===== src/rtl/ti_adc_pkg.sv =====
// Shared constants, frame-collector state type and sample helpers for the TI-ADC blocks.
package ti_adc_pkg;

    localparam int DEF_ADC_WAYS   = 8;
    localparam int DEF_ADC_BITS   = 9;
    localparam int DEF_FIFO_DEPTH = 4;
    localparam int MAX_BITS       = 16;
    localparam int IDX_W          = $clog2(MAX_BITS);
    localparam int SW             = MAX_BITS + 1;

    typedef enum logic [0:0] {
        IDLE    = 1'b0,
        COLLECT = 1'b1
    } state_t;

    // Reverses the low 'width' bits of value; bits above width come back as zero.
    function automatic logic [MAX_BITS-1:0] bit_reverse(input logic [MAX_BITS-1:0] value,
                                                        input int width);
        logic [MAX_BITS-1:0] result;
        logic [IDX_W-1:0]    src;
        result = '0;
        for (int i = 0; i < MAX_BITS; i++) begin
            src = IDX_W'(width - 1 - i);
            if (i < width) result[i] = value[src];
        end
        return result;
    endfunction

    // Clamps a signed value into the two's-complement range of 'width' bits.
    function automatic logic [MAX_BITS-1:0] sat_signed(input logic signed [SW-1:0] value,
                                                       input int width);
        logic signed [SW-1:0] hi;
        logic signed [SW-1:0] lo;
        hi = SW'((1 <<< (width - 1)) - 1);
        lo = ~hi;
        if (value > hi) return MAX_BITS'(hi);
        if (value < lo) return MAX_BITS'(lo);
        return MAX_BITS'(value);
    endfunction

endpackage


===== src/rtl/ti_adc_frame_fifo.sv =====
// Parametrised synchronous FIFO with full/empty flags and a zeroed head while empty.
module ti_adc_frame_fifo
    import ti_adc_pkg::*;
#(
    parameter int WIDTH = DEF_ADC_WAYS * DEF_ADC_BITS,
    parameter int DEPTH = DEF_FIFO_DEPTH
) (
    input  logic             clk,
    input  logic             rst_n,
    input  logic             push,
    input  logic [WIDTH-1:0] push_data,
    input  logic             pop,
    output logic [WIDTH-1:0] pop_data,
    output logic             full,
    output logic             empty
);

    localparam int AW = $clog2(DEPTH);

    logic [WIDTH-1:0] mem [DEPTH];
    logic [AW:0]      wr_ptr;
    logic [AW:0]      rd_ptr;
    logic             do_push;
    logic             do_pop;

    // The extra pointer bit tells a wrapped-full FIFO apart from an empty one.
    assign empty    = (wr_ptr == rd_ptr);
    assign full     = (wr_ptr[AW] != rd_ptr[AW]) && (wr_ptr[AW-1:0] == rd_ptr[AW-1:0]);
    assign do_pop   = pop && !empty;
    assign do_push  = push && (!full || do_pop);
    assign pop_data = empty ? '0 : mem[rd_ptr[AW-1:0]];

    always_ff @(posedge clk or negedge rst_n) begin
        if (!rst_n) begin
            wr_ptr <= '0;
            rd_ptr <= '0;
        end else begin
            if (do_push) wr_ptr <= wr_ptr + (AW+1)'(1);
            if (do_pop)  rd_ptr <= rd_ptr + (AW+1)'(1);
        end
    end

    always_ff @(posedge clk) begin
        if (do_push) mem[wr_ptr[AW-1:0]] <= push_data;
    end

endmodule


===== src/rtl/ti_adc_frame_retimer.sv =====
// Gathers one sample per sub-ADC way into a frame and queues whole frames for the DSP.
// Define TI_ADC_FRAME_OFFSET_EN to add signed conversion and per-way offset removal.
module ti_adc_frame_retimer
    import ti_adc_pkg::*;
#(
    parameter int ADC_WAYS   = DEF_ADC_WAYS,
    parameter int ADC_BITS   = DEF_ADC_BITS,
    parameter int FIFO_DEPTH = DEF_FIFO_DEPTH,
    parameter int TIMEOUT    = 32,
    parameter int CNT_W      = 16
) (
    input  logic                         clk,
    input  logic                         rst_n,
    input  logic                         en,
    input  logic                         msb_first,
    input  logic [ADC_WAYS-1:0]          way_valid,
    input  logic [ADC_WAYS*ADC_BITS-1:0] way_data,
`ifdef TI_ADC_FRAME_OFFSET_EN
    input  logic [ADC_WAYS*ADC_BITS-1:0] way_offset,
    input  logic                         offset_bypass,
`endif
    input  logic                         frame_ready,
    output logic                         frame_valid,
    output logic [ADC_WAYS*ADC_BITS-1:0] frame_data,
    output logic [CNT_W-1:0]             frame_cnt,
    output logic [CNT_W-1:0]             drop_cnt,
    input  logic                         err_clr,
    output logic                         err_missing,
    output logic                         err_dup,
    output logic                         err_ovf
);

    localparam int FW = ADC_WAYS * ADC_BITS;
    localparam int TW = $clog2(TIMEOUT + 1);

    state_t              state;
    logic [TW-1:0]       timer;
    logic [ADC_WAYS-1:0] captured;
    logic [ADC_WAYS-1:0] accept;
    logic [ADC_WAYS-1:0] dup;
    logic [FW-1:0]       slots;
    logic [FW-1:0]       next_slots;
    logic [FW-1:0]       cap_val;
    logic                complete;
    logic                timeout;
    logic                pop;
    logic                full;
    logic                empty;
    logic                drop;

    assign accept      = en ? (way_valid & ~captured) : '0;
    assign dup         = en ? (way_valid & captured) : '0;
    assign frame_valid = ~empty;
    assign pop         = frame_valid & frame_ready;

    for (genvar k = 0; k < ADC_WAYS; k++) begin : g_way
        logic [ADC_BITS-1:0] raw;
        logic [ADC_BITS-1:0] ordered;
        assign raw     = way_data[k*ADC_BITS +: ADC_BITS];
        assign ordered = msb_first ? ADC_BITS'(bit_reverse(MAX_BITS'(raw), ADC_BITS)) : raw;
`ifdef TI_ADC_FRAME_OFFSET_EN
        // Offset-binary becomes signed by flipping the MSB; one guard bit absorbs the subtraction.
        logic signed [ADC_BITS:0] centred;
        logic signed [ADC_BITS:0] way_off;
        logic signed [ADC_BITS:0] diff;
        assign centred = $signed({~ordered[ADC_BITS-1], ~ordered[ADC_BITS-1], ordered[ADC_BITS-2:0]});
        assign way_off = $signed({way_offset[k*ADC_BITS+ADC_BITS-1], way_offset[k*ADC_BITS +: ADC_BITS]});
        assign diff    = offset_bypass ? centred : centred - way_off;
        assign cap_val[k*ADC_BITS +: ADC_BITS] = ADC_BITS'(sat_signed(SW'(diff), ADC_BITS));
`else
        assign cap_val[k*ADC_BITS +: ADC_BITS] = ordered;
`endif
    end

    always_comb begin
        next_slots = slots;
        for (int k = 0; k < ADC_WAYS; k++) begin
            if (accept[k]) next_slots[k*ADC_BITS +: ADC_BITS] = cap_val[k*ADC_BITS +: ADC_BITS];
        end
    end

    // Timeout wins over completion so strobes in the expiry cycle die with the partial frame.
    always_comb begin
        complete = 1'b0;
        timeout  = 1'b0;
        if (state == COLLECT && timer == TW'(TIMEOUT)) begin
            timeout = 1'b1;
        end else if ((|accept) && ((captured | accept) == '1)) begin
            complete = 1'b1;
        end
    end

    assign drop = complete & full & ~pop;

    always_ff @(posedge clk or negedge rst_n) begin
        if (!rst_n) begin
            state    <= IDLE;
            timer    <= '0;
            captured <= '0;
            slots    <= '0;
        end else if (timeout || complete) begin
            state    <= IDLE;
            timer    <= '0;
            captured <= '0;
        end else if (state == IDLE) begin
            if (|accept) begin
                state    <= COLLECT;
                timer    <= TW'(1);
                captured <= accept;
                slots    <= next_slots;
            end
        end else begin
            timer    <= timer + TW'(1);
            captured <= captured | accept;
            slots    <= next_slots;
        end
    end

    always_ff @(posedge clk or negedge rst_n) begin
        if (!rst_n) begin
            frame_cnt   <= '0;
            drop_cnt    <= '0;
            err_missing <= 1'b0;
            err_dup     <= 1'b0;
            err_ovf     <= 1'b0;
        end else begin
            if (complete && !drop) frame_cnt <= frame_cnt + CNT_W'(1);
            if (drop && drop_cnt != '1) drop_cnt <= drop_cnt + CNT_W'(1);
            err_missing <= (err_missing & ~err_clr) | timeout;
            err_dup     <= (err_dup & ~err_clr) | (|dup);
            err_ovf     <= (err_ovf & ~err_clr) | drop;
        end
    end

    ti_adc_frame_fifo #(
        .WIDTH (FW),
        .DEPTH (FIFO_DEPTH)
    ) u_fifo (
        .clk       (clk),
        .rst_n     (rst_n),
        .push      (complete),
        .push_data (next_slots),
        .pop       (pop),
        .pop_data  (frame_data),
        .full      (full),
        .empty     (empty)
    );

endmodule


===== config.mk =====
export PLATFORM = sky130hd
export DESIGN_NAME = ti_adc_frame_retimer
export DESIGN_NICKNAME = d
export VERILOG_FILES = /design/src/rtl/ti_adc_pkg.sv /design/src/rtl/ti_adc_frame_fifo.sv /design/src/rtl/ti_adc_frame_retimer.sv
export SDC_FILE = /design/constraint.sdc
export NUM_CORES = 1
export LEC_CHECK = 0
export BUFFER_PORTS_ARGS = -buffer_cell sky130_fd_sc_hd__buf_4
export CAP_MARGIN = 25
export CORE_UTILIZATION = 26
export DETAILED_ROUTE_END_ITERATION = 10
export HOLD_SLACK_MARGIN = 0.05
export SLEW_MARGIN = 30
export SYNTH_ARGS = -nofsm -noshare
export SYNTH_HDL_FRONTEND = slang
export SYNTH_SLANG_ARGS = --single-unit

===== constraint.sdc =====
create_clock -name clk -period 4.4 [get_ports clk]
set_clock_uncertainty 0.05 [all_clocks]
set_input_delay 1.1 -clock clk [delete_from_list [all_inputs] [get_ports clk]]
set_output_delay 1.1 -clock clk [all_outputs]
set_load 0.01 [all_outputs]

* Word level (Yosys, flattened, before mapping)
Memory sizes are Yosys's and may differ from the RTL's. Index checks and enable logic that the tools add are counted. W data, S select, Z words.
Word-level totals: flip-flop bits (word level) 128, bits in writable memories 288, input bits 86, output and inout port bits 108, word-level logic and storage cells 92, memories 1
Operators by class: $add $sub $neg 5, eq/ne operators 6, mux-type cells 35, bitwise gates (word level) 17, reduce and logical (&&, ||, !) cells 17
Memory list:
- u_fifo.mem | depth 4, bits a word 72, rd ports 1, clocked after Yosys merged registers in 0, write ports 1, RTL line ti_adc_frame_fifo.sv:20 | logic [WIDTH-1:0] mem [DEPTH];
Operators by type and width (count):
- $mux W72 | 3
- $mux W9 | 16
- $mux W8 | 5
- $add A16 B1 Y16 const B | 2
- $mux W6 | 3
- $and A8 B8 Y8 | 2
- $ne A16 B16 Y1 const B | 1
- $reduce_or A8 Y1 | 2
- $eq A8 B8 Y1 const B | 1
- $mux W1 | 8
- $not A8 Y8 | 1
- $or A8 B8 Y8 | 1
- $logic_and A1 B1 Y1 | 7
- $add A3 B1 Y3 const B | 2
- $add A6 B1 Y6 const B | 1
- $and A1 B1 Y1 | 6
- $eq A6 B6 Y1 const B | 1
- $not A1 Y1 | 4
- $eq A3 B3 Y1 | 1
- $logic_not A1 Y1 | 3
- $or A1 B1 Y1 | 3
- $reduce_bool A3 Y1 | 1
- $eq A2 B2 Y1 | 1
- $logic_or A1 B1 Y1 | 2
- 3 further kinds | 3

* Longest topological paths before layout
word-level depth 12, mapped depth 9, depth with buffers taken out 8

* By module
Synthesis repeated with hierarchy kept, for this count alone.
Unflattened totals: cells, all modules 1093, area, all modules 17813.3 µm²
By module, submodules not included:
- ti_adc_frame_fifo | times used 1, cells each 490, area each 11317.1 µm², sequential area each 8798.4 µm²
- ti_adc_frame_retimer | times used 1, cells each 603, area each 6496.2 µm², sequential area each 3052.9 µm²

* Least setup slack after synthesis
Ideal clock, no wire load.
path type input-to-reg, start input port way_valid[7], end memory u_fifo.mem[0][0] (netlist bit) (enable), setup time 438 ps, arrival 4260 ps, data required time 3912 ps, slack -348 ps, stages on the path 6, path buffers 1, path through o22ai_1 or4_1 or3_4 nor3_1 buf_2 and2_1
On the way: longest elaborated chain between the ends 10, elaborated cells between the ends (all ways) 11, those cells by class 1 x eq/ne; 5 x mux; 2 x bitwise; 3 x reduce/logical
Ends and longest elaborated chain:
- from (decl) | RTL line ti_adc_frame_retimer.sv:16 | input logic [ADC_WAYS-1:0] way_valid,
- $and A8 B8 Y8 (*) | RTL line ti_adc_frame_retimer.sv:51 | assign accept = en ? (way_valid & ~captured) : '0;
- $mux W8 (*) | RTL line ti_adc_frame_retimer.sv:51
- $or A8 B8 Y8 | RTL line ti_adc_frame_retimer.sv:88 | end else if ((|accept) && ((captured | accept) == '1)) begin
- $eq A8 B8 Y1 | RTL line ti_adc_frame_retimer.sv:88
- $logic_and A1 B1 Y1 (*) | RTL line ti_adc_frame_retimer.sv:88
- $mux W1 (*) | RTL line ti_adc_frame_retimer.sv:88
- $mux W1 (*) | RTL line ti_adc_frame_retimer.sv:86 | if (state == COLLECT && timer == TW'(TIMEOUT)) begin
- $logic_and A1 B1 Y1 (*) | RTL line ti_adc_frame_fifo.sv:30 | assign do_push = push && (!full || do_pop);
- $mux W1 (*) | RTL line ti_adc_frame_fifo.sv:44 | if (do_push) mem[wr_ptr[AW-1:0]] <= push_data;
- $mux W1 (not written as such) (*) | RTL line ti_adc_frame_fifo.sv:44
- to (decl) | RTL line ti_adc_frame_fifo.sv:20
Mark *: on every way between the ends. The rest lies on a longest branch, timed or not.

* Worst setup path after layout
start register u_fifo.rd_ptr[1], end output port frame_data[54]
On the way: longest elaborated chain between the ends 2, elaborated cells between the ends (all ways) 3, those cells by class 1 x eq/ne; 1 x mux; 1 x memory
Ends and longest elaborated chain:
- from (decl) | RTL line ti_adc_frame_fifo.sv:22 | logic [AW:0] rd_ptr;
- from (signal assigned) | RTL line ti_adc_frame_fifo.sv:39 | if (do_pop) rd_ptr <= rd_ptr + (AW+1)'(1);
- $mem_v2 Z4 W72 or $eq A3 B3 Y1 (tied branches)
- $mux W72 (*) | RTL line ti_adc_frame_fifo.sv:31 | assign pop_data = empty ? '0 : mem[rd_ptr[AW-1:0]];
- to (decl) | RTL line ti_adc_frame_retimer.sv:24 | output logic [ADC_WAYS*ADC_BITS-1:0] frame_data,
Marked as above.

==> qor.txt <==
Avg Cell Area, Syn: 16.3 sq um
IO Pins: 194
clk_lat worst skew: 550 ps
total gr overflow: 0
vias per cell: 4.50
postcts setup bufs: 0
Max Cap Viol: 0
GRT Total Usage: 0.122
Worst VDD drop: 0.363 mV
Yosys reg bits: 416
Setup crit end kind: output pin
post-cts sizing count: 0
H-tree Lvls: 2
Hold Path Class: flop to flop
total net switching power: 0.00441 W
first-pass GRT wire length: 63900 um
P_int: 0.00976 W
multi-input gate area in the final layout: 5580 sq um
Die H: 263 um
slew at the pin closest to its max-slew limit: 887 ps
PD cells: 649 nW/um^2
post-route minimum period: 4120 ps
Leak: 8.28 nW
Hold Buf Count CTS: 0
Sink Count: 416
Mapped Area: 17700 sq um
status: completed
Synth Net Count: 1180
crit path kind: flop to output pin
register area share after synthesis: 0.669
EDFF count, synth: 288
DRT Wirelength: 42700 um
Routed WL per cell: 19.4 um
synthesized netlist cell count: 1085
via count of the first global-routing pass: 10500
Synth Flop Type: edfxtp_1
die area: 69200 sq um
crit share post-route: 0.936
crit path launch type: flop
clk slew on worst S/H paths: 60 ps
Max transition margin: 0.407
number of DRC markers in iteration 0: 535
Die Wd: 263 um
nets: 1385
unrepaired setup endpoints after global routing: false
sw frac: 0.311
Post-DRT Antenna Nets: 0
vias: 9914
post-synthesis async set-or-reset flop share: 0.308
Sequential Area: 11900 sq um
CTS tree: built
Critical Path Fanout Max: 42
Clk pwr share: 0.272
share of layout cells above drive strength 1: 0.286
Final Total Pwr: 0.0142 W
Core ar.: 67300 sq um
Starting Density: 0.263
Std-Cell Rows: 95
Setup Viol. Count Final: 0
Combinational Power Share: 0.339
max-slew violations: 0
distinct cell type count after synthesis: 51
Root Driver: clkbuf_16
final hold violations: 0
port buffer count: 193
DRC viols: 0
initial antenna violation count: 1
Fillers: 6589
crit path DAT: 2970 ps
Clock Tree Buf Depth: 3
Max Clk Rate: 0.243 GHz
Worst Path Required: 3250 ps
Post-DP HPWL: 27000 um
Fin Setup TNS: 0 ps
DRT Pass-1 Iters: 4
most frequent cells in the layout: edfxtp_1 (288), buf_4 (196), dfrtp_1 (126)
commonest non-fill, non-tap cell in the layout: edfxtp_1
P&R area growth vs syn: 23.3%
placer congestion estimate: 0.728
Syn. warnings: 0
largest net degree at the start of global routing: 77
CTS Buf Count: 46
sequential share of power: 0.390
[layer usage]
layer,vias up,global-route usage,part of all wire
met4,2,0.0281,0.016
met5,-,0,0.00030
met3,52,0.0301,0.054
li1,4547,-,-
met1,5109,0.160,0.45
met2,204,0.203,0.48
[per-stage QoR]
step / instance area, sq um / hold slack (ps) / instances / utilization / worst slack (ps)
after global placement: 20300 / 412 / 2115 / 0.302 / 474
after detailed placement: 20300 / 417 / 2115 / 0.302 / 422
final: 21800 / 431 / 2201 / 0.325 / 281
after floorplan: 17700 / 402 / 1085 / - / 444
after CTS: 21800 / 436 / 2200 / 0.324 / 213
after global routing: 21800 / 451 / 2200 / 0.324 / 147
[synthesized netlist by cell type (all sizes together) (2+ instances only)]
cell type	number	share of area
edfxtp	288	0.49
dfrtp	128	0.18
mux2	85	0.054
nand2	83	0.018
nor2b	81	0.029
mux4	72	0.092
o21ai	69	0.020
mux2i	64	0.036
xnor2	31	0.015
clkbuf	29	0.0061
buf	23	0.0083
nand3	21	0.0059
inv	11	0.0026
nand4	11	0.0039
and3	9	0.0032
ha	9	0.0064
a2bb2o	8	0.0045
nor2	8	0.0021
and2	7	0.0025
xor2	6	0.0030
and4	5	0.0025
o22ai	5	0.0018
a22oi	4	0.0017
or4	4	0.0019
a21oi	3	0.00085
nand2b	3	0.0011
a32o	2	0.0011
nor3	2	0.00057
nor4	2	0.0016
nor4b	2	0.0013
or3	2	0.00099
[area by class of cell]
type	count	area share
well taps	873	0.0500
multi-input cells	606	0.255
flip-flops and latches	416	0.543
clock buffers	67	0.0614
repair buffers	209	0.0789
inverters	11	0.00212
diodes	1	0.000115
clock inverters	18	0.00871
[logic make-up after synthesis]
kind of cell,share of synthesized area
xor+xnor,0.0183
flops,0.669
compound gates,0.0316
buf+inv,0.0170
fa+ha+maj,0.00636
mux,0.182
simple gates,0.0758
[state kept, by name, summed over array words and instances, names as in the netlist]
name / flops
frame_cnt: 16
err_dup: 1
u_fifo.mem: 288
slots: 72
drop_cnt: 16
captured: 8
u_fifo.rd_ptr: 3
state: 1
u_fifo.wr_ptr: 3
err_ovf: 1
err_missing: 1
timer: 6
[final timing paths]
kind                             startpoint              to  slack, ps  cells after the start
max                        u_fifo.rd_ptr[1]  frame_data[54]        280                      4
min                           frame_cnt[15]   frame_cnt[15]        430                      1
max reg2reg                u_fifo.rd_ptr[1]     drop_cnt[1]       1070                      5
min reg2reg                   frame_cnt[15]   frame_cnt[15]        430                      1
max in group asynchronous             rst_n       slots[21]       2850                      2
min in group asynchronous             rst_n   frame_cnt[15]        540                      1
[worst max-delay path, stage by stage (launching register included)]
cell	delay, ps
dfrtp_4	850
buf_4	580
mux4_2	320
nor2b_1	340
buf_4	200
[power groups by stage]
| stage | clock network, W | logic [W] | registers (W) |
|---|---|---|---|
| finish | 0.00385 | 0.00480 | 0.00552 |
| global route | 0.00412 | 0.00528 | 0.00559 |
| CTS | 0.00398 | 0.00495 | 0.00552 |
| detailed placement | 0 | 0.00494 | 0.00560 |
| global placement | 0 | 0.00484 | 0.00558 |
| floorplan | 0 | 0.00305 | 0.00540 |
(Power assumes the default switching activity.)
